## src/rtl/acc_cpu_gen2.sv

```systemverilog
// acc_cpu_gen2: parametrised multicycle accumulator CPU with ready/valid keyboard/display and HLT.
// Define ACC_CPU_IRQ_EN to build the vectored interrupt (IEN flag, INTR1/INTR2 states).
module acc_cpu_gen2 #(
    parameter int DW = 16,
    parameter int AW = 12
) (
    input  logic          clk,
    input  logic          rst,
    output logic [AW-1:0] addr,
    input  logic [DW-1:0] datain,
    output logic [DW-1:0] dataout,
    output logic          en,
    output logic          rdwr,
    input  logic [7:0]    kb_data,
    input  logic          kb_valid,
    output logic          kb_ready,
    output logic [7:0]    disp_data,
    output logic          disp_valid,
    input  logic          disp_ready,
    output logic          halted
);
    typedef enum logic [3:0] {
        FETCH0, FETCH1, DECODE, INDIRECT, EXEC1, EXEC2, EXEC3,
`ifdef ACC_CPU_IRQ_EN
        INTR1, INTR2,
`endif
        HALT
    } state_t;

    typedef enum logic [2:0] {
        OP_AND, OP_ADD, OP_LDA, OP_STA, OP_BUN, OP_BSA, OP_ISZ, OP_REG
    } op_t;

    localparam logic [AW-1:0] ONE_A = {{(AW-1){1'b0}}, 1'b1};
    localparam logic [DW-1:0] ONE_D = {{(DW-1){1'b0}}, 1'b1};

    state_t        state_q;
    logic [AW-1:0] pc_q, addr_q;
    logic [DW-1:0] ac_q, ir_q, dr_q, dataout_q;
    logic          e_q, en_q, rdwr_q, disp_valid_q, halted_q;
    logic [7:0]    disp_data_q;
`ifdef ACC_CPU_IRQ_EN
    logic          ien_q, out_done_q;
`endif

    op_t           op;
    logic          ind;
    logic [DW-1:0] pc_ext;
    logic [DW:0]   sum, rr;
    logic          rr_skip;
    logic          x_en, x_wr;
    logic [DW-1:0] x_dout;

    assign op     = op_t'(ir_q[DW-2:DW-4]);
    assign ind    = ir_q[DW-1];
    assign pc_ext = {{(DW-AW){1'b0}}, pc_q};
    assign sum    = {1'b0, ac_q} + {1'b0, dr_q};

    // Register-reference bits 11..1 applied in order on the chained {e,ac} value
    always_comb begin
        rr = {e_q, ac_q};
        if (ir_q[11]) rr[DW-1:0] = '0;
        if (ir_q[10]) rr[DW] = 1'b0;
        if (ir_q[9])  rr[DW-1:0] = ~rr[DW-1:0];
        if (ir_q[8])  rr[DW] = ~rr[DW];
        if (ir_q[7])  rr = {rr[0], rr[DW:1]};
        if (ir_q[6])  rr = {rr[DW-1:0], rr[DW]};
        if (ir_q[5])  rr[DW-1:0] = rr[DW-1:0] + ONE_D;
        rr_skip = (ir_q[4] && !rr[DW-1]) || (ir_q[3] && rr[DW-1]) ||
                  (ir_q[2] && (rr[DW-1:0] == '0)) || (ir_q[1] && !rr[DW]);
    end

    // Bus strobes for the first execute cycle, reused from DECODE and INDIRECT
    always_comb begin
        x_en   = 1'b0;
        x_wr   = 1'b0;
        x_dout = '0;
        case (op)
            OP_AND, OP_ADD, OP_LDA, OP_ISZ: x_en = 1'b1;
            OP_STA: begin x_en = 1'b1; x_wr = 1'b1; x_dout = ac_q;   end
            OP_BSA: begin x_en = 1'b1; x_wr = 1'b1; x_dout = pc_ext; end
            default: ;
        endcase
    end

    always_ff @(posedge clk or posedge rst) begin
        if (rst) begin
            state_q      <= FETCH0;
            pc_q         <= '0;
            addr_q       <= '0;
            ac_q         <= '0;
            e_q          <= 1'b0;
            ir_q         <= '0;
            dr_q         <= '0;
            en_q         <= 1'b0;
            rdwr_q       <= 1'b0;
            dataout_q    <= '0;
            disp_data_q  <= '0;
            disp_valid_q <= 1'b0;
            halted_q     <= 1'b0;
`ifdef ACC_CPU_IRQ_EN
            ien_q        <= 1'b0;
            out_done_q   <= 1'b0;
`endif
        end else begin
            en_q      <= 1'b0;
            rdwr_q    <= 1'b0;
            dataout_q <= '0;
            case (state_q)
                FETCH0: begin
                    addr_q <= pc_q;
`ifdef ACC_CPU_IRQ_EN
                    if (ien_q && (kb_valid || out_done_q)) begin
                        state_q   <= INTR1;
                        addr_q    <= '0;
                        en_q      <= 1'b1;
                        rdwr_q    <= 1'b1;
                        dataout_q <= pc_ext;
                    end else
`endif
                    begin
                        state_q <= FETCH1;
                        en_q    <= 1'b1;
                    end
                end
                FETCH1: begin
                    ir_q    <= datain;
                    pc_q    <= pc_q + ONE_A;
                    state_q <= DECODE;
                end
                DECODE: begin
                    addr_q <= ir_q[AW-1:0];
                    if (op == OP_REG) begin
                        state_q <= FETCH0;
                        if (!ind) begin
                            ac_q <= rr[DW-1:0];
                            e_q  <= rr[DW];
                            if (rr_skip) pc_q <= pc_q + ONE_A;
                            if (ir_q[0]) begin
                                state_q  <= HALT;
                                halted_q <= 1'b1;
                            end
                        end else begin
                            if (ir_q[11] && kb_valid) ac_q[7:0] <= kb_data;
                            if (ir_q[10]) begin
`ifdef ACC_CPU_IRQ_EN
                                out_done_q <= 1'b0;
`endif
                                if (!disp_valid_q) begin
                                    disp_data_q  <= ac_q[7:0];
                                    disp_valid_q <= 1'b1;
                                end
                            end
                            if ((ir_q[9] && kb_valid) || (ir_q[8] && !disp_valid_q))
                                pc_q <= pc_q + ONE_A;
`ifdef ACC_CPU_IRQ_EN
                            if (ir_q[7]) ien_q <= 1'b1;
                            if (ir_q[6]) ien_q <= 1'b0;
`endif
                        end
                    end else if (ind) begin
                        state_q <= INDIRECT;
                        en_q    <= 1'b1;
                    end else begin
                        state_q   <= EXEC1;
                        en_q      <= x_en;
                        rdwr_q    <= x_wr;
                        dataout_q <= x_dout;
                    end
                end
                INDIRECT: begin
                    addr_q    <= datain[AW-1:0];
                    state_q   <= EXEC1;
                    en_q      <= x_en;
                    rdwr_q    <= x_wr;
                    dataout_q <= x_dout;
                end
                EXEC1: begin
                    case (op)
                        OP_AND, OP_ADD, OP_LDA, OP_ISZ: begin
                            dr_q    <= datain;
                            state_q <= EXEC2;
                        end
                        OP_BUN: begin
                            pc_q    <= addr_q;
                            state_q <= FETCH0;
                        end
                        OP_BSA: begin
                            addr_q  <= addr_q + ONE_A;
                            state_q <= EXEC2;
                        end
                        default: state_q <= FETCH0;
                    endcase
                end
                EXEC2: begin
                    state_q <= FETCH0;
                    case (op)
                        OP_AND: ac_q <= ac_q & dr_q;
                        OP_ADD: {e_q, ac_q} <= sum;
                        OP_LDA: ac_q <= dr_q;
                        OP_BSA: pc_q <= addr_q;
                        OP_ISZ: begin
                            dr_q      <= dr_q + ONE_D;
                            en_q      <= 1'b1;
                            rdwr_q    <= 1'b1;
                            dataout_q <= dr_q + ONE_D;
                            state_q   <= EXEC3;
                        end
                        default: ;
                    endcase
                end
                EXEC3: begin
                    if (dr_q == '0) pc_q <= pc_q + ONE_A;
                    state_q <= FETCH0;
                end
`ifdef ACC_CPU_IRQ_EN
                INTR1: state_q <= INTR2;
                INTR2: begin
                    pc_q    <= ONE_A;
                    ien_q   <= 1'b0;
                    state_q <= FETCH0;
                end
`endif
                HALT:    state_q <= HALT;
                default: state_q <= FETCH0;
            endcase

            // Display acceptance wins over an OUT in the same cycle
            if (disp_valid_q && disp_ready) begin
                disp_valid_q <= 1'b0;
`ifdef ACC_CPU_IRQ_EN
                out_done_q   <= 1'b1;
`endif
            end
        end
    end

    assign addr       = addr_q;
    assign dataout    = dataout_q;
    assign en         = en_q;
    assign rdwr       = rdwr_q;
    assign kb_ready   = (state_q == DECODE) && (op == OP_REG) && ind && ir_q[11] && kb_valid;
    assign disp_data  = disp_data_q;
    assign disp_valid = disp_valid_q;
    assign halted     = halted_q;

endmodule

```

## config.mk

```make
export PLATFORM = sky130hd
export DESIGN_NAME = acc_cpu_gen2
export DESIGN_NICKNAME = d
export VERILOG_FILES = /design/src/rtl/acc_cpu_gen2.sv
export SDC_FILE = /design/constraint.sdc
export NUM_CORES = 1
export LEC_CHECK = 0
export CAP_MARGIN = 5
export CORE_UTILIZATION = 60
export CTS_CLUSTER_DIAMETER = 150
export CTS_CLUSTER_SIZE = 8
export DETAILED_ROUTE_END_ITERATION = 8
export PLACE_DENSITY = 0.82
export SYNTH_ARGS = -nofsm -noshare
export SYNTH_HDL_FRONTEND = slang
export SYNTH_SLANG_ARGS = --single-unit
```

## constraint.sdc

```tcl
create_clock -name clk -period 4.3 [get_ports clk]
set_clock_uncertainty 0.05 [all_clocks]
set_input_delay 0.43 -clock clk [delete_from_list [all_inputs] [get_ports clk]]
set_output_delay 0.43 -clock clk [all_outputs]
set_load 0.05 [all_outputs]
```

==> flow_summary.ini, run 1 <==
[placed_design]
gp_congestion = 0.997
portBuffers = 68
dpl.hpwl_um = 21100
place_area_um2 = 9430

[layout]
final_area_um2 = 9730
num-fill-cells = 1119
finalNetCount = 1142
diodes = 0
utilization = 0.704
multi_input_area_um2 = 5470
drive_above_1_share = 0.0975
regArea_um2 = 2600
area_growth_pct = 14.5

[worst_setup_path]
cp.depth = 14
rr_startpoint = ir_q[7]
cp.arrival_ps = 4420
crit_slowest_cell = mux4_2
worstPathBufferInverterCount = 0
cp_top_family = simple AND/OR/NAND/NOR gates
worstReg2RegEnd = pc_q[0]
required_ps = 4550
cp_max_fo = 4
path_class = reg -> reg
cp_slowest_stage_delay_ps = 530
crit_start = ir_q[7]
start_kind = flop
rr_worst_depth = 14
crit_chain = nand2b_1 -> mux4_2 -> a22oi_2 -> ha_1 -> nand2_1 -> nor3_1 -> o21a_1 -> o211ai_1 -> xnor2_1 -> nor4bb_1 -> a41oi_1 -> o211a_1 -> or4_1 -> nand3_1
r2r_slack_ps = 130
endpoint_kind = flop

[sta]
min_period_ps = 4170
maxSlewHeadroom = 0.298
max_freq_mhz = 240
finalMaxSlewViolations = 0
period_share = 0.969
worst_pin_slew_ps = 1050
setup_viol = 0
hold_ws_ps = 409
hold_violations = 0

[routing]
ant_nets = 0
drtPass1Iterations = 8
vias = 8853
viasPerCell = 6.93
drc = 2
routedWlPerCell_um = 22.4
drt_iter0_drc = 1491
drt_wl_total_um = 28700

[grt]
grt_pass1_vias = 7993
antenna_found_initial = 0
grt_max_degree = 64
overflow = 0
grt_pass1_wl_um = 44500
grt_util_all_layers = 0.401

[yosys]
synth_nets = 1096
yosys_warnings = 0
yosysTopAreaCellShare = 0.306
avgSynthCellArea_um2 = 8.12
netlist_top_cells_area = dfrtp_1 (31%), o21ai_0 (5.8%), xnor2_1 (4.6%), nand2_1 (4.6%), a21oi_1 (4.1%)
synthArstFlopShare = 1.00
synth_largest_area_cell = dfrtp_1
synth_ff_type = dfrtp_1
ys_seq_elements = 104
seq_area_frac_synth = 0.306
ys_types = 79
synth-edff-count = 0
netlist_instances = 1046
synth_area_um2 = 8500

[cts]
cts_htree_levels = 3
cts.clk_slew.worst_paths_ps = 80
cts_tree = built
cts-root-buf = clkbuf_16
cts_buffer_depth = 2
clock-sinks = 104
clk_latency_ps = 370
hold_buffers = 0
numCtsBuffers = 9

[outcome]
outcome = finished with violations
failed_checks = DRC

[floorplanning]
core_area_um2 = 13800
dieArea_um2 = 14600
start_util = 0.615
die_h_um = 121
dieWidth_um = 121
ios = 69
rows = 43

[pwr]
vdd_drop_max_uv = 430
total_power_mw = 9.38
cellLeakagePower_nw = 3.96
power.density_nw_per_um2 = 964

[run]
drv_cap = 0

[hold_path]
hold_class = reg -> reg
whs_endpoint = halted
hold_depth = 1
min_from = halted
## logic make-up (layout without fill, tap and decap cells)
| family | Yosys count | count (layout) | share of synthesized area |
|---|---|---|---|
| xor gates and xnor gates | 53 | 53 | 0.0563 |
| buffers and inverters | 104 | 155 | 0.0518 |
| AOI/OAI and AO/OA | 364 | 364 | 0.279 |
| and+or+nand+nor | 341 | 341 | 0.196 |
| adders and majority gates | 22 | 22 | 0.0333 |
| muxes | 58 | 58 | 0.0773 |
| DFF | 104 | 104 | 0.306 |
## synth_stat cells (23+ instances only)
master / n
dfrtp_1: 104
a22oi_1: 26
mux2i_1: 28
nor3_1: 34
o22ai_1: 33
a21oi_1: 69
nand3_1: 27
mux2_2: 23
xnor2_1: 45
o21ai_0: 99
nor2_1: 74
nand2_1: 103
clkbuf_1: 55
inv_1: 24
## power breakdown
part	total (mW)	internal, mW	switching, mW
Combinational	6.35	2.57	3.78
Clock	0.838	0.420	0.417
Sequential	2.19	1.39	0.794
## how the worst max path moves through the flow
stage               slack, ps  endpoint
floorplan                 440   pc_q[0]
global placement          270   pc_q[0]
detailed placement        160   pc_q[0]
CTS                        90   pc_q[0]
global route               -8   pc_q[0]
finish                    130   pc_q[0]
## layout by cell type, fill, tap and decap left out, drive strengths merged, types with 6 or more instances in the layout
master	n
a221oi	7
nand4	6
o22ai	33
clkbuf	11
nand2	103
a211oi	8
nor2	74
nand2b	19
inv	27
buf	45
a21o	10
and3	17
nand3	27
mux2i	31
xnor2	45
dfrtp	104
clkdlybuf4s50	68
mux2	25
a22oi	26
a21oi	69
a31oi	20
o21ai	100
o211ai	10
nor3b	8
ha	21
nor4	6
nor3	34
o31ai	10
nor2b	10
o21a	7
xor2	7
or3	7
and2	11
or2	7
## timing repair
item / 4_1_cts / 5_1_grt
gates resized for setup: 0 / 3
setup buffers: 0 / 0
endpoints found under the setup margin: 0 / 12
## cell type report
type | instances | area share
inverters | 26 | 0.0103
clock inverters | 5 | 0.00489
multi-input cells | 838 | 0.562
flip-flops and latches | 104 | 0.267
clock buffers | 11 | 0.0249
well taps | 180 | 0.0231
repair buffers | 113 | 0.108
## flip-flops by register name, indices dropped and copies added (netlist names)
register    flops
state_q         3
disp_data       8
ir_q           16
e_q             1
halted          1
dataout        16
disp_valid      1
ac_q           16
pc_q           12
en              1
addr           12
dr_q           16
rdwr            1
## worst register-to-register path, delay by kind of cell (launching register included)
kind | cells | cell delay, ps
mux | 1 | 530
xor+xnor | 1 | 240
fa+ha+maj | 1 | 250
compound gates | 5 | 1130
simple gates | 6 | 1500
flops | 1 | 410
## stage by stage
stage | setup slack (ps) | cells | TNS, ps
2_1_floorplan | 437 | 1046 | 0
3_3_place_gp | 273 | 1261 | 0
3_5_place_dp | 162 | 1261 | 0
4_1_cts | 93.3 | 1277 | 0
5_1_grt | -8.37 | 1277 | -8.37
6_report | 134 | 1277 | 0
## layer usage
metal	share of wire	track usage	up-vias	wire, um
li1	-	-	3983	-
met1	0.39	0.547	4124	11200
met2	0.44	0.604	610	12500
met3	0.12	0.0940	136	3460
met4	0.052	0.179	0	1500
met5	0	0	-	0
Note: power is estimated with default switching activity, not from simulation.
==> inputs of run 2 (changes only) <==
--- a/config.mk
+++ b/config.mk
@@ -6,6 +6,7 @@
 export NUM_CORES = 1
 export LEC_CHECK = 0
 export CAP_MARGIN = 5
+export CORE_MARGIN = 4
 export CORE_UTILIZATION = 60
 export CTS_CLUSTER_DIAMETER = 150
 export CTS_CLUSTER_SIZE = 8
==> run 2 against run 1 <==
Against the previous run:
- the flow still finishes with violations (DRC)
- global-route usage shrank 4.2 points
- count of clock-buffer cells in the layout stayed put
- clock power fell by 2%
- setup slack improved by 69 ps
- largest cell class unchanged
==> flow_summary.ini, run 2 (synthesis gave the netlist of run 1 again) <==
[outcome]
outcome = finished with violations
failed_checks = DRC

[worst_setup_path]
crit_top_cell = o211ai_1
path_class = reg -> reg
endpoint_kind = flop
required_ps = 4550
endpoint = pc_q[0]
worstPathBufferInverterCount = 0
crit_start = ir_q[7]
r2r_slack_ps = 200
crit_chain = nand2b_1 -> mux4_2 -> a22oi_2 -> ha_2 -> and2_1 -> o211ai_1 -> nor3_1 -> o211ai_1 -> xnor2_1 -> nor4bb_2 -> a41oi_2 -> o211a_1 -> or4_1 -> nand3_1
worstReg2RegEnd = pc_q[0]
start_kind = flop
cp_slowest_stage_delay_ps = 540
rr_worst_depth = 14
rr_startpoint = ir_q[7]
cp_max_fo = 4
cp.arrival_ps = 4350
cp.depth = 14
cp_top_family = simple AND/OR/NAND/NOR gates
crit_slowest_cell = mux4_2

[layout]
final_area_um2 = 9740
final_common_cell = dfrtp_1
finalNetCount = 1144
drive_above_1_share = 0.104
layout_common_cells = dfrtp_1 (104), nand2_1 (103), o21ai_0 (99)
area_growth_pct = 14.6

[run]
drv_cap = 0

[routing]
dr_wl_met2_um = 12900
dr_wl_met3_um = 3450
drt_iter0_drc = 1349
viasPerCell = 6.94
vias = 8884
routedWlPerCell_um = 22.8
drt_wl_total_um = 29200
drc = 1
wl_met1_um = 11600
drtPass1Iterations = 8
ant_nets = 0
top_layer_used = met4

[pwr]
cellLeakagePower_nw = 3.95
power.density_nw_per_um2 = 969
vdd_drop_max_uv = 474
total_power_mw = 9.43

[placed_design]
gp_congestion = 1.01
dpl.hpwl_um = 21400
portBuffers = 68
place_area_um2 = 9420

[grt]
antenna_found_initial = 1
grt_max_degree = 80
overflow = 0
grt_util_all_layers = 0.359
grt_pass1_vias = 8116
grt_pass1_wl_um = 45700

[cts]
numCtsBuffers = 9
clk_latency_ps = 360
cts-root-buf = clkbuf_16
clock-sinks = 104
cts.clk_slew.worst_paths_ps = 80
hold_buffers = 0
cts_buffer_depth = 2
cts_tree = built
cts_htree_levels = 3

[sta]
maxSlewHeadroom = 0.306
hold_ws_ps = 415
worst_pin_slew_ps = 1040
period_share = 0.953
min_period_ps = 4100
setup_viol = 0
finalMaxSlewViolations = 0
fin_tns_setup_ps = 0
hold_violations = 0
max_freq_mhz = 244

[floorplanning]
start_util = 0.612
die_h_um = 127
ios = 69
dieArea_um2 = 16100
dieWidth_um = 127
rows = 43
core_area_um2 = 13900

[hold_path]
hold_class = reg -> reg
min_from = halted
## run 2: timing repair
action | 4_1_cts | 5_1_grt
endpoints found under the hold margin | 0 | 0
setup endpoints to repair | 0 | 12
resized for setup | 0 | 6
buffers inserted | 0 | 1
## run 2: layout make-up
type / instances / area, um2
multi-input combinational: 838 / 5490
clock inverter: 5 / 38.8
tap: 180 / 225
antenna: 1 / 2.50
inverter: 26 / 100
clock buffer: 11 / 243
timing repair buffer: 115 / 1030
fill: 1128 / 4150
sequential: 104 / 2600
## run 2: how the worst min path moves through the flow
stage | end | slack, ps | cells after the start
final | halted | 420 | 1
after global routing | halted | 440 | 1
after CTS | halted | 420 | 1
after detailed placement | halted | 400 | 1
after global placement | halted | 390 | 1
after floorplan | ir_q[3] | 450 | 1
## run 2: metrics by stage
stage,worst slack (ps),instances,util
after floorplan,437,1046,-
after global placement,245,1262,0.678
after detailed placement,128,1262,0.678
after CTS,113,1278,0.699
after global routing,-26.2,1280,0.701
final,203,1280,0.701
## run 2: worst register-to-register path: cells and delay by family, from the launching register on
kind	cells	cell delay, ps
mux	1	540
flops	1	400
xor+xnor	1	230
simple gates	6	1550
fa+ha+maj	1	260
compound gates	5	1040
## run 2: routing by layer
| layer | up-vias | track usage |
|---|---|---|
| li1 | 3985 | - |
| met1 | 4189 | 0.514 |
| met2 | 611 | 0.534 |
| met3 | 99 | 0.0832 |
| met4 | 0 | 0.131 |
| met5 | - | 0 |
## run 2: power breakdown
part           switching (mW)  total [mW]  leakage [nW]  internal [mW]
Sequential              0.766        2.16          1.29           1.39
Clock                   0.404       0.818         0.137          0.414
Combinational            3.87        6.46          2.52           2.59
